File: config.mk
export PLATFORM = sky130hd
export DESIGN_NAME = rx_byte_fifo
export DESIGN_NICKNAME = d
export VERILOG_FILES = /design/src/rtl/rx_byte_fifo.sv
export SDC_FILE = /design/constraint.sdc
export NUM_CORES = 1
export LEC_CHECK = 0
export BUFFER_PORTS_ARGS = -buffer_cell sky130_fd_sc_hd__buf_2
export CORE_MARGIN = 1.5
export CORE_UTILIZATION = 45
export CTS_BUF_LIST = sky130_fd_sc_hd__clkbuf_2 sky130_fd_sc_hd__clkbuf_4 sky130_fd_sc_hd__clkbuf_8
export CTS_CLUSTER_SIZE = 14
export DETAILED_ROUTE_END_ITERATION = 8
export PLACE_DENSITY = 0.62
export SLEW_MARGIN = 30
export SYNTH_ARGS = -nofsm -noshare
export SYNTH_HDL_FRONTEND = slang
export SYNTH_SLANG_ARGS = --single-unit
File: constraint.sdc
create_clock -name clock -period 2.95 [get_ports clock]
set_clock_uncertainty 0.05 [all_clocks]
set_input_delay 0.295 -clock clock [delete_from_list [all_inputs] [get_ports clock]]
set_output_delay 0.295 -clock clock [all_outputs]
set_load 0.05 [all_outputs]
File: src/rtl/rx_byte_fifo.sv
// Receive byte FIFO: stores {perr, data} pairs from the Rx datapath
// and presents the head entry first-word-fall-through.
module rx_byte_fifo #(
    parameter int DEPTH = 8,
    parameter int CW    = 4
) (
    input  logic          clock,
    input  logic          reset,
    input  logic          wr_en,
    input  logic [7:0]    wr_data,
    input  logic          wr_perr,
    input  logic          rd_ready,
    input  logic          clr_ovf,
    output logic          rd_valid,
    output logic [7:0]    rd_data,
    output logic          rd_perr,
    output logic [CW-1:0] count,
    output logic          full,
    output logic          empty,
    output logic          overflow
);

    localparam int AW = (DEPTH > 1) ? $clog2(DEPTH) : 1;

    logic [8:0]    mem [DEPTH];
    logic [AW-1:0] wr_ptr;
    logic [AW-1:0] rd_ptr;
    logic [CW-1:0] cnt;
    logic          rd_acc;
    logic          wr_acc;

    assign full     = (cnt == CW'(DEPTH));
    assign empty    = (cnt == '0);
    assign count    = cnt;
    assign rd_valid = ~empty;
    assign rd_data  = mem[rd_ptr][7:0];
    assign rd_perr  = mem[rd_ptr][8];

    // A read freeing a slot lets a write into a full FIFO land
    assign rd_acc = rd_valid & rd_ready;
    assign wr_acc = wr_en & (~full | rd_acc);

    always_ff @(posedge clock) begin
        if (wr_acc && !reset)
            mem[wr_ptr] <= {wr_perr, wr_data};
    end

    // Pointers wrap naturally because DEPTH is a power of two
    always_ff @(posedge clock) begin
        if (reset) begin
            wr_ptr <= '0;
            rd_ptr <= '0;
            cnt    <= '0;
        end else begin
            if (wr_acc)
                wr_ptr <= wr_ptr + 1'b1;
            if (rd_acc)
                rd_ptr <= rd_ptr + 1'b1;
            if (wr_acc && !rd_acc)
                cnt <= cnt + 1'b1;
            else if (rd_acc && !wr_acc)
                cnt <= cnt - 1'b1;
        end
    end

    always_ff @(posedge clock) begin
        if (reset)
            overflow <= 1'b0;
        else if (wr_en && !wr_acc)
            overflow <= 1'b1;
        else if (clr_ovf)
            overflow <= 1'b0;
    end

endmodule

# [Word level (Yosys, flattened, before mapping)]
# Memory sizes are Yosys's and may differ from the RTL's. A register that Yosys moved wholly into a read port is not among the register bits.
# Cells that the tools add are included.
[totals] register_bits=11 ramBits=72 in_bits=14 output_inout_bits=17 wordCells=33 mem_count=1
[memory_table] name="mem" words=8 width=9 rd=1 rd_clocked_by_memory_dff=1 wr=1 line_no="25" source="logic [8:0] mem [DEPTH];"
[classes] n_addsub=4 n_eq_ne=1 n_mux=8 n_bitwise=5 reduce_logical=10
[op_table] op="4-bit 2-to-1 mux" count=2
[op_table] op="3-bit by 1-bit adder with 3-bit output, second input constant" count=2
[op_table] op="3-bit 2-to-1 mux" count=2
[op_table] op="4-bit by 1-bit adder with 4-bit output, second input constant" count=1
[op_table] op="4-bit equality test, second input constant" count=1
[op_table] op="1-bit logical AND" count=4
[op_table] op="4-bit logical NOT" count=1
[op_table] op="1-bit 2-to-1 mux" count=4
[op_table] op="2-bit nonzero test" count=2
[op_table] op="4-bit by 1-bit subtractor with 4-bit output, second input constant" count=1
[op_table] op="1-bit logical NOT" count=3
[op_table] op="1-bit AND" count=2
[op_table] op="1-bit inverter" count=2
[op_table] op="1-bit bitwise OR" count=1

# [Logic depth before layout (Yosys ltp)]
[logic_depth] depth_word=9 mapped_depth=10 mapped_depth_nobuf=10

# [Worst setup path after synthesis]
# Ideal clock, no wire load.
[synth_path] kind="reg-to-reg" from="register cnt[0] (netlist: count[0])" to="register cnt[3] (netlist: count[3])" setup_time_ns=0.121 t_arrival_ns=2.939 t_required_ns=2.779 setup_slack_ns=-0.160 stages_incl_launch_ff=11 path_buffers=1 path_cell_list="dfxtp_1 > or4_1 > clkbuf_1 > nand2_2 > ha_1 > inv_1 > ha_1 > a21oi_1 > a211oi_1 > a31oi_1 > mux2_2"
[synth_via] elab_chain_cells=8
[synth_rtl] item="start: declaration" line_no="28" source="logic [CW-1:0] cnt;"
[synth_rtl] item="start signal: assignment" line_no="60" source="cnt <= cnt + 1'b1;"
[synth_rtl] item="start signal: assignment" line_no="62" source="cnt <= cnt - 1'b1;"
[synth_rtl] item="4-bit logical NOT (*)" line_no="33" source="assign empty = (cnt == '0);"
[synth_rtl] item="1-bit inverter (*)" line_no="35" source="assign rd_valid = ~empty;"
[synth_rtl] item="via rd_valid" line_no="14" source="output logic rd_valid,"
[synth_rtl] item="1-bit AND (*)" line_no="40" source="assign rd_acc = rd_valid & rd_ready;"
[synth_rtl] item="1-bit bitwise OR" line_no="41" source="assign wr_acc = wr_en & (~full | rd_acc);"
[synth_rtl] item="1-bit AND" line_no="41"
[synth_rtl] item="1-bit logical NOT" line_no="61" source="else if (rd_acc && !wr_acc)"
[synth_rtl] item="1-bit logical AND" line_no="61"
[synth_rtl] item="2-bit nonzero test (no source line)"
# Mark *: on every way through the listed nets, which the timed path passes. The rest lies on a longest branch. The select of a mux whose other input is x is not followed.
# A chain may end at the register's enable or synchronous reset.

# [Final worst setup path]
[layout_path] from="register cnt[1] (netlist: count[1])" to="register cnt[3] (netlist: count[3])"
[layout_via] elab_chain_cells=8
[layout_rtl] item="4-bit logical NOT" line_no="33"
[layout_rtl] item="1-bit inverter" line_no="35"
[layout_rtl] item="1-bit AND" line_no="40"
[layout_rtl] item="1-bit bitwise OR" line_no="41"
[layout_rtl] item="1-bit AND" line_no="41"
[layout_rtl] item="1-bit logical NOT" line_no="61"
[layout_rtl] item="1-bit logical AND" line_no="61"
[layout_rtl] item="2-bit nonzero test (no source line)"
# Several ways; a longest one is shown, not always the timed one. The select of a mux whose other input is x is not followed.

==> results.md <==
Floorplanning:
- Measured along the x axis, the die boundary spans 91.0 um.
- In this run the standard cell core region covers 7370 sq um.
- The floorplan step defined a die boundary enclosing 8280 sq um.
- The starting density of the core is 0.473.
- The site row count is 31.
- Measured along the y axis, the die boundary spans 91.0 um.
- The number of primary I/O pins is 31.

Global routing:
- The via count of the first global-routing pass is 1735.
- The initial antenna violation count was 0.
- The all-layer global routing usage is 0.157.
- The first global-routing pass estimated 9.43 mm of wire.
- The overflow left after global routing is 0.
- Entering global routing, the biggest net connects 19 pins.

Cells and area:
- In the final design database the tool counted 250 nets.
- In the final layout, the multi-input gates occupy 996 sq um.
- The share of the core filled with cells in the final layout is 0.548.
- The design area is 4040 sq um.
- After filler insertion, the fill cell instance count of the layout stands at 596.
- The share of layout cells above drive strength 1 is 0.328.
- The register cell area after layout is 2440 sq um.
- Relative to the synthesized area, the layout overhead comes to 15.8%.
- The number of antenna diodes is 0.

Logic synthesis:
- The share of the Yosys chip area taken by registers is 0.701.
- By count the netlist is led by 72 x sky130_fd_sc_hd__edfxtp_1, 18 x sky130_fd_sc_hd__mux4_1, 15 x sky130_fd_sc_hd__nor2_1, 14 x sky130_fd_sc_hd__dfxtp_1, 10 x sky130_fd_sc_hd__mux2_2.
- In this run, synthesis inferred 72 flip-flops with an integrated enable.
- Of the post-synthesis cell area, the dominant cell type holds 0.620.
- The total of flip-flops plus latches after synthesis is 86.
- The Yosys step of the flow raised 0 warnings.
- The share of synthesized registers carrying an async set or reset is 0.
- The leading register cell type out of synthesis is sky130_fd_sc_hd__edfxtp_1.
- Yosys attributes the largest share of cell area to sky130_fd_sc_hd__edfxtp_1 62%, sky130_fd_sc_hd__mux4_1 14%, sky130_fd_sc_hd__dfxtp_1 8.0%.
- In this run, distinct cell masters in the synthesized netlist total 34.
- sky130_fd_sc_hd__edfxtp_1 takes more of the synthesized area than any other cell.
- The post-synth net total is 205.
- By instance count, the leading cell after synthesis is sky130_fd_sc_hd__edfxtp_1.
- The post-synthesis area per instance is 18.8 sq um.
- The number of cells produced by synthesis is 185.
- The cell area after synthesis is 3490 sq um.

Route:
- The post-detailed-routing wire length is 5.95 mm.
- The via count is 1758.
- The first detailed-routing pass took 6 iterations.
- The routed wire length per instance is 17.8 um.
- The number of vias per cell is 5.26.
- Once detail routing completed, the nets flagged for antenna violations numbered 0.
- The number of design rule violations left after detail routing is 0.
- The DRC marker count from the first detailed-route iteration is 145.

Min path:
- The path with the worst hold slack has its endpoint at mem[5][6].
- Along the worst hold path, the cell count comes to 1.
- The startpoint of the most critical hold path is wr_data[6].
- The worst hold path belongs to the class in -> reg.

Critical path:
- The required time of the critical path is 3.14 ns.
- The largest single stage delay on the critical path is 0.58 ns.
- STA classifies the critical path endpoint as a flip-flop.
- Of all nets on the critical path, the largest fanout is 6.
- The end of the worst register-to-register path is count[3].
- The startpoint type of the worst setup path is a flip-flop.
- The most numerous cell type found on the critical path is sky130_fd_sc_hd__ha_1.
- In this run the critical register-to-register path is launched from count[1].
- The cell with the biggest individual delay on the critical path is sky130_fd_sc_hd__or4b_4.
- The worst setup path is of the reg -> reg kind.
- Walking the worst path, the cells encountered are or4b_4, o21ai_4, inv_2, ha_1, inv_1, ha_1, a21oi_2, a211oi_1, a31oi_1, mux2_2.
- Counting cells, the worst reg-to-reg path comes to 10.
- The worst register-to-register path has a setup slack of 0.18 ns.
- The arrival time of the worst setup path is 2.96 ns.

Power:
- Overall power consumption after layout is estimated at 3.36 mW.
- Across the VDD grid, the largest voltage drop is 0.000547 V.
- Summed over all cells, the static leakage comes to 1.43 nW.
- The power per cell area is 832 nW/um^2.

Timing:
- The clock period minus final worst setup slack is 2.77 ns.
- The number of max-slew violations in the final report came to 0.
- Setup repair after global routing left no endpoint under its margin.
- The actual transition at the worst max-transition pin is 0.684 ns.
- The worst pin sits at a relative slew slack of 0.540.
- In the finished design, the share of the clock period the worst path needs comes to 0.938.
- Setup total negative slack on the finished layout was measured at 0 ns.
- The count of endpoints failing hold in the final timing report is 0.
- The final worst-path setup slack is 0.182 ns.
- Setup violations remaining at the end of the flow were counted as 0.
- The peak clock frequency supported by timing is 0.361 GHz.

Clock network:
- The number of H-tree levels is 3.
- Clock tree synthesis found a total of 86 sinks.
- The clock insertion delay at the later pin of the skew report is 0.34 ns.
- In this run the clock root is driven by a sky130_fd_sc_hd__clkbuf_8.
- For this design, the CTS-stage hold fixing added 0 buffers.
- TritonCTS built the clock tree.
- TritonCTS created 9 clock buffers.
- In this run the deepest clock path goes through 2 buffers.
- After clock tree synthesis, the clock-pin slew on the worst setup and hold paths is 0.09 ns.

Placed design:
- Timing analysis after detailed placement gives a worst setup slack of 0.0988 ns.
- The wire-length estimate of the detail-placed layout is 3.82 mm.
- In this run the cell area measured after placement is 3810 sq um.
- The final weighted congestion in routability-driven placement is 0.737.
- The number of input and output port buffers inserted is 30.

Run:
- The max-cap check violation count is 0.

Outcome:
- The flow ran to the end, and the final reports show no timing, DRC or antenna violations.
==> cell usage in the layout, fill, tap and decap left out, drive strengths merged, types with 2 or more instances in the layout <==
| master | count |
|---|---|
| edfxtp | 72 |
| buf | 42 |
| mux4 | 18 |
| nor2 | 15 |
| dfxtp | 14 |
| mux2 | 10 |
| clkbuf | 10 |
| nand2 | 7 |
| ha | 5 |
| a21oi | 5 |
| xor2 | 4 |
| inv | 4 |
| nor3 | 3 |
| nand3 | 3 |
| clkinv | 3 |
| nor4 | 2 |
| nor2b | 2 |
| bufinv | 2 |
| o21ai | 2 |
==> per-stage QoR <==
step	hold slack, ns	cells
2_1_floorplan	0.344	185
3_3_place_gp	0.430	317
3_5_place_dp	0.424	317
4_1_cts	0.151	333
5_1_grt	0.146	334
6_report	0.158	334
==> worst max-delay path, delay by kind of cell, from the launching register on <==
family	cells	cell delay (ns)
AO/OA/AOI/OAI	4	0.63
adder cells (fa/ha/maj)	2	0.49
multiplexers	1	0.34
AND/OR/NAND/NOR	1	0.58
flip-flops	1	0.36
buffers and inverters	2	0.21
==> worst max path at each step <==
stage,start,end,cells past startpoint
detailed placement,count[1],count[3],10
global route,count[1],count[3],10
CTS,count[1],count[3],10
global placement,count[1],count[3],10
finish,count[1],count[3],10
floorplan,count[3],count[3],10
==> layout make-up <==
class                      count  area share
sequential                    86       0.605
multi-input combinational     87       0.247
timing repair buffer          42      0.0595
clock buffer                  10      0.0325
tap                           99      0.0307
clock inverter                 6      0.0214
inverter                       4     0.00372
==> repair_timing <==
action	CTS	global route
endpoints found under the setup margin	0	1
resized for setup	0	1
hold endpoints to repair	0	0
setup buffers	0	1
==> registers in the layout, summed over array words and instances (netlist names), named ones only <==
register  count
mem          72
rd_ptr        3
wr_ptr        3
overflow      1
count         4
==> metal layers <==
layer | GRT usage | wire (um) | vias to the layer above
li1 | - | - | 834
met1 | 0.204 | 2720 | 875
met2 | 0.252 | 2920 | 42
met3 | 0.0444 | 254 | 7
met4 | 0.0586 | 48 | 0
met5 | 0 | 0 | -
==> power by group <==
group          internal (mW)  total (mW)  switching (mW)  leakage, nW
clock network          0.485       0.883           0.398        0.110
registers               1.38        1.43          0.0502        0.765
logic                  0.386        1.04           0.656        0.556
==> kinds of logic after synthesis <==
| group | Yosys count | share of synthesized area |
|---|---|---|
| AOI/OAI and AO/OA | 10 | 0.0194 |
| xor gates and xnor gates | 5 | 0.0126 |
| adders and majority gates | 6 | 0.0237 |
| buffers and inverters | 12 | 0.0201 |
| DFF | 86 | 0.701 |
| muxes | 29 | 0.171 |
| and+or+nand+nor | 37 | 0.0528 |
No activity file was read; power rests on OpenSTA's default activity.
